===== config.mk =====
export PLATFORM = sky130hd
export DESIGN_NAME = regwb_arbiter
export DESIGN_NICKNAME = d
export VERILOG_FILES = /design/src/rtl/regwb_arbiter.sv
export SDC_FILE = /design/constraint.sdc
export NUM_CORES = 1
export LEC_CHECK = 0
export ABC_AREA = 1
export BUFFER_PORTS_ARGS = -buffer_cell sky130_fd_sc_hd__buf_4
export CAP_MARGIN = 10
export CORE_MARGIN = 2
export CORE_UTILIZATION = 54
export DETAILED_ROUTE_END_ITERATION = 6
export PLACE_DENSITY = 0.79
export SYNTH_ARGS = -nofsm -noshare
export SYNTH_HDL_FRONTEND = slang
export SYNTH_SLANG_ARGS = --single-unit
export TNS_END_PERCENT = 20

===== constraint.sdc =====
create_clock -name clk -period 2.76 [get_ports clk]
set_input_delay 0.276 -clock clk [delete_from_list [all_inputs] [get_ports clk]]
set_output_delay 0.276 -clock clk [all_outputs]
set_load 0.1 [all_outputs]

===== src/rtl/regwb_arbiter.sv =====
// Register-file writeback arbiter: mem loads > queued ALU results > direct ALU, one write per cycle.
// Latency 1 cycle to rf_we; ALU path backpressured by comb stall, mem path never stalled.

module regwb_fifo #(
  parameter int W     = 19,
  parameter int DEPTH = 2
) (
  input  logic                     clk,
  input  logic                     reset,
  input  logic                     push,
  input  logic [W-1:0]             push_dat,
  input  logic                     pop,
  output logic [W-1:0]             head_dat,
  output logic [$clog2(DEPTH):0]   count
);
  localparam int AW = $clog2(DEPTH);
  localparam int CW = AW + 1;
  localparam logic [CW-1:0] FULL = CW'(DEPTH);

  logic [W-1:0]  mem [DEPTH];
  logic [AW-1:0] wr_ptr;
  logic [AW-1:0] rd_ptr;
  logic          do_push;
  logic          do_pop;

  // Guards keep count inside [0, DEPTH] even if a caller misbehaves.
  assign do_pop   = pop && (count != '0);
  assign do_push  = push && ((count != FULL) || do_pop);
  assign head_dat = mem[rd_ptr];

  always_ff @(posedge clk or negedge reset) begin
    if (!reset) begin
      wr_ptr <= '0;
      rd_ptr <= '0;
      count  <= '0;
    end else begin
      if (do_push) wr_ptr <= wr_ptr + 1'b1;
      if (do_pop)  rd_ptr <= rd_ptr + 1'b1;
      case ({do_push, do_pop})
        2'b10:   count <= count + 1'b1;
        2'b01:   count <= count - 1'b1;
        default: count <= count;
      endcase
    end
  end

  always_ff @(posedge clk) begin
    if (do_push) mem[wr_ptr] <= push_dat;
  end
endmodule

module regwb_arbiter #(
  parameter int DW    = 16,
  parameter int DEPTH = 2
) (
  input  logic          clk,
  input  logic          reset,
  input  logic          alu_valid,
  input  logic [2:0]    alu_adr,
  input  logic [DW-1:0] alu_data,
  input  logic          mem_valid,
  input  logic [2:0]    mem_adr,
  input  logic [DW-1:0] mem_data,
  output logic          stall,
  output logic          rf_we,
  output logic [2:0]    rf_adr,
  output logic [DW-1:0] rf_data,
  output logic          rel_valid,
  output logic          rel_mem,
  output logic          ovf_err
);
  localparam int CW = $clog2(DEPTH) + 1;
  localparam logic [CW-1:0] FULL   = CW'(DEPTH);
  localparam logic [CW-1:0] ALMOST = CW'(DEPTH - 1);

  typedef struct packed {
    logic [2:0]    adr;
    logic [DW-1:0] dat;
  } wb_t;

  wb_t           alu_wb;
  wb_t           mem_wb;
  wb_t           head_wb;
  wb_t           win_wb;
  logic [CW-1:0] count;
  logic          empty;
  logic          alu_acc;
  logic          fifo_push;
  logic          fifo_pop;
  logic          win_vld;
  logic          win_mem;

  assign alu_wb = '{adr: alu_adr, dat: alu_data};
  assign mem_wb = '{adr: mem_adr, dat: mem_data};
  assign empty  = (count == '0);

  // A mem return can't be held off, so one free slot must stay in reserve whenever it arrives.
  assign stall     = (count == FULL) || ((count == ALMOST) && mem_valid);
  assign alu_acc   = alu_valid && !stall;
  assign fifo_pop  = !empty && !mem_valid;
  assign fifo_push = alu_acc && (!empty || mem_valid);

  regwb_fifo #(
    .W     ($bits(wb_t)),
    .DEPTH (DEPTH)
  ) u_fifo (
    .clk      (clk),
    .reset    (reset),
    .push     (fifo_push),
    .push_dat (alu_wb),
    .pop      (fifo_pop),
    .head_dat (head_wb),
    .count    (count)
  );

  always_comb begin
    win_vld = 1'b0;
    win_mem = 1'b0;
    win_wb  = alu_wb;
    if (mem_valid) begin
      win_vld = 1'b1;
      win_mem = 1'b1;
      win_wb  = mem_wb;
    end else if (!empty) begin
      win_vld = 1'b1;
      win_wb  = head_wb;
    end else if (alu_acc) begin
      win_vld = 1'b1;
    end
  end

  always_ff @(posedge clk or negedge reset) begin
    if (!reset) begin
      rf_we   <= 1'b0;
      rel_mem <= 1'b0;
      rf_adr  <= '0;
      rf_data <= '0;
      ovf_err <= 1'b0;
    end else begin
      rf_we   <= win_vld;
      rel_mem <= win_vld && win_mem;
      if (win_vld) begin
        rf_adr  <= win_wb.adr;
        rf_data <= win_wb.dat;
      end
      if (alu_valid && stall) ovf_err <= 1'b1;
    end
  end

  assign rel_valid = rf_we;
endmodule


==> metrics.md <==
| Metric | Value |
|---|---|
| Synthesized flop and latch total | `64` |
| Sequential share of the synthesized area | `0.579` |
| Synth-to-Final Area Change | `24.9%` |
| Fin worst setup slack | `525 ps` |
| # IOs | `66` |
| Power density over the cells | `1280 nW/um2` |
| CTS H-tree lvls | `3` |
| Chip height | `79.7 um` |
| Final HPWL DP | `4360 um` |
| HP Class | `input pin to register` |
| DRC violation count after routing | `0` |
| Clock buffer depth | `2` |
| Later-pin clock latency in the skew report | `roughly 350 ps` |
| Grt ovf | `0` |
| Die Width | `79.7 um` |
| Reg clk slew, reported paths | `70 ps` |
| Worst R2R Path Depth | `8` |
| Via count | `2481` |
| Wire per inst | `12.8 um` |
| Port bufs | `65` |
| R2R Setup Slk | `530 ps` |
| M1 wire length | `~2800 um` |
| ANT nets after route | `0` |
| Simple-gate area share of the yosys netlist | `0.277` |
| Yosys warns | `0` |
| Critical path endpoint | `rf_data[1]` |
| VDD IR max | `1010 uV` |
| Critical Path End Type | `register` |
| Reg2reg end | `rf_data[1]` |
| Mapped Area | `between 3000 and 4000 um2` |
| Max Fclk | `0.447 GHz` |
| Synth Area in Compound Gates | `0.00566` |
| Startpoint types | `register` |
| Initial antenna violation count | `0` |
| Post-Synth Adder-Cell Area | `0.0162` |
| Setup Fix Bufs, Post-CTS | `0` |
| CP Class | `register to register` |
| Vias in the first global route | `around 2400` |
| Tmin final | `2230 ps` |
| Die ar. | `6350 um2` |
| Unrepaired setup endpoints after global routing | `no` |
| Max Used Layer | `met4` |
| Avg Cell Area, Syn | `8.23 um2` |
| Initial core utilization | `0.562` |
| Max_cap viols | `0` |
| Global-route wire length before repair | `10900 um` |
| Fin. Hold Viols | `0` |
| Register area | `1790 um2` |
| Max Slew Vio Count | `0` |
| Area of the core | `5510 um2` |
| Total GRT Usage | `0.234` |
| DRT Pass-1 Iters | `4` |
| Pin count of the biggest net entering global routing | `43` |
| Routed length on met2 | `roughly 3200 um` |
| Multi-input logic area | `~960 um2` |
| CP Max Fanout | `21` |
| Largest family of logic cells by synthesized area | `simple AND/OR/NAND/NOR gates` |
| # diodes | `0` |
| Final WL | `6670 um` |
| Worst-Margin Slew | `471 ps` |
| CTS tree | `yes` |
| Drt via density | `between 4 and 5` |
| Final net count | `488` |
| Metal3 WL | `531 um` |
| Row count | `27` |
| Outcome | `finished, final reports clean` |
| Post-synth cell types | `20` |
| Nets in the synthesized netlist | `about 420` |
| Gp weighted congestion | `0.755` |
| Clk_skew | `around 6.9 ps` |
| CTS root buf | `clkbuf_8` |
| XOR/XNOR Fraction of Synth Area | `0.00849` |
| Post-place setup slack | `556 ps` |
| LEAKAGE | `2.04 nW` |
| Cts bufs inserted | `9` |
| Post-synthesis cell count | `between 300 and 400` |
| Filler cells | `427` |
| Sink Count | `64` |
| Worst reg2reg path startpoint | `u_fifo.count[0]` |
| Arrival @ worst endpoint | `2520 ps` |
| Mux cell area share after synthesis | `0` |
| Sum Neg Setup Slack | `0 ps` |
| Fin crit share | `0.810` |
| Initial DRC Count | `around 160` |
| Layout cells sized above 1 | `0.206` |
| Crit path launch | `u_fifo.count[0]` |
| Critical path required time | `approximately 3100 ps` |
| Slew HR | `0.686` |
| Final setup viols | `0` |
-- state kept, by name (all words and copies together), names as in the netlist --
name and flops:
u_fifo.count 2, u_fifo.mem 38, u_fifo.wr_ptr 1, u_fifo.rd_ptr 1, rel_mem 1, rf_adr 3
rf_data 16, rel_valid 1, ovf_err 1
-- synthesized netlist by cell type --
library cell	instances	area, um2
clkinv_1	6	22.5
nand3_2	1	10.0
buf_6	2	22.5
o21ai_0	2	10.0
inv_2	2	7.51
inv_1	58	218
buf_2	7	35.0
xor2_1	1	8.76
dfrtp_1	26	651
buf_4	5	37.5
clkbuf_1	1	3.75
ha_1	4	50.1
nand3_1	19	95.1
buf_1	1	3.75
edfxtp_1	38	1140
xnor2_1	2	17.5
nor2_1	42	158
nand2_2	1	6.26
a21o_1	1	7.51
nand2_1	157	589
-- layout by cell type (no fill, tap or decap) --
cell type      count
nor2_2             2
xnor2_1            2
o21ai_0            2
inv_1             58
nand3_2            1
clkinvlp_4         1
xor2_1             1
nand2_2            1
inv_2              2
dfrtp_1           26
clkinv_1           6
nand3_1           19
nor2_1            40
nand2_1          157
clkbuf_8           9
dlygate4sd3_1      1
clkinv_4           2
buf_4             70
edfxtp_1          38
bufinv_16          3
ha_1               4
a21o_1             1
clkinv_2           1
-- how the worst min path moves through the flow --
stage | from | endpoint | depth (start not counted)
floorplan | reset | ovf_err | 0
global placement | reset | rf_data[4] | 1
detailed placement | reset | rf_data[4] | 1
CTS | alu_adr[1] | u_fifo.mem[1][17] | 1
global route | alu_data[13] | u_fifo.mem[0][13] | 1
finish | alu_adr[1] | u_fifo.mem[1][17] | 1
-- report_power, final --
part	internal (mW)	leakage (nW)	switching, mW
Combinational	0.545	1.27	1.94
Sequential	1.34	0.656	0.147
Clock	0.600	0.119	0.362
Total	2.49	2.04	2.45
-- cells by family (layout without fill, tap and decap cells) --
group                      after synthesis  count (layout)
and+or+nand+nor                        220             220
xor gates and xnor gates                 3               3
AOI/OAI and AO/OA                        3               3
DFF                                     64              64
buffers and inverters                   82             153
adders and majority gates                4               4
-- metrics by stage --
step / hold WS [ps] / cells / total power, mW / cell area [um2] / util
3_3_place_gp: 200 / 502 / 3.92 / 3610 / 0.656
2_1_floorplan: -19.6 / 376 / 3.40 / 3090 / -
3_5_place_dp: 205 / 502 / 3.97 / 3610 / 0.656
6_report: 117 / 519 / 4.93 / 3870 / 0.702
4_1_cts: 105 / 519 / 4.95 / 3870 / 0.702
5_1_grt: 105 / 519 / 5.18 / 3870 / 0.702
-- area by class of cell --
| cell class | count | share of cell area |
|---|---|---|
| Clock buffer | 9 | 0.0320 |
| Clock inverter | 7 | 0.0311 |
| Inverter | 66 | 0.0641 |
| Multi-Input combinational cell | 230 | 0.248 |
| Sequential cell | 64 | 0.463 |
| Tap cell | 72 | 0.0233 |
| Timing Repair Buffer | 71 | 0.139 |
-- critical path, cell delays in order (launching register included) --
cell and delay [ps]:
dfrtp_1 400, inv_1 90, ha_1 450, inv_1 80, nor2_1 220, nand2_2 330, inv_2 400, nand2_1 120
nand2_1 90
-- repair_timing --
| action | CTS | global route |
|---|---|---|
| resized for setup | 0 | 0 |
| endpoints found under the hold margin | 26 | 0 |
| hold buffers | 1 | 0 |
-- layer usage --
metal | GRT usage | vias to the layer above
met5 | 0 | -
met4 | 0.103 | 0
met3 | 0.0667 | 13
met2 | 0.382 | 102
met1 | 0.290 | 1113
li1 | - | 1253
Power figures use the tool's default switching activity.
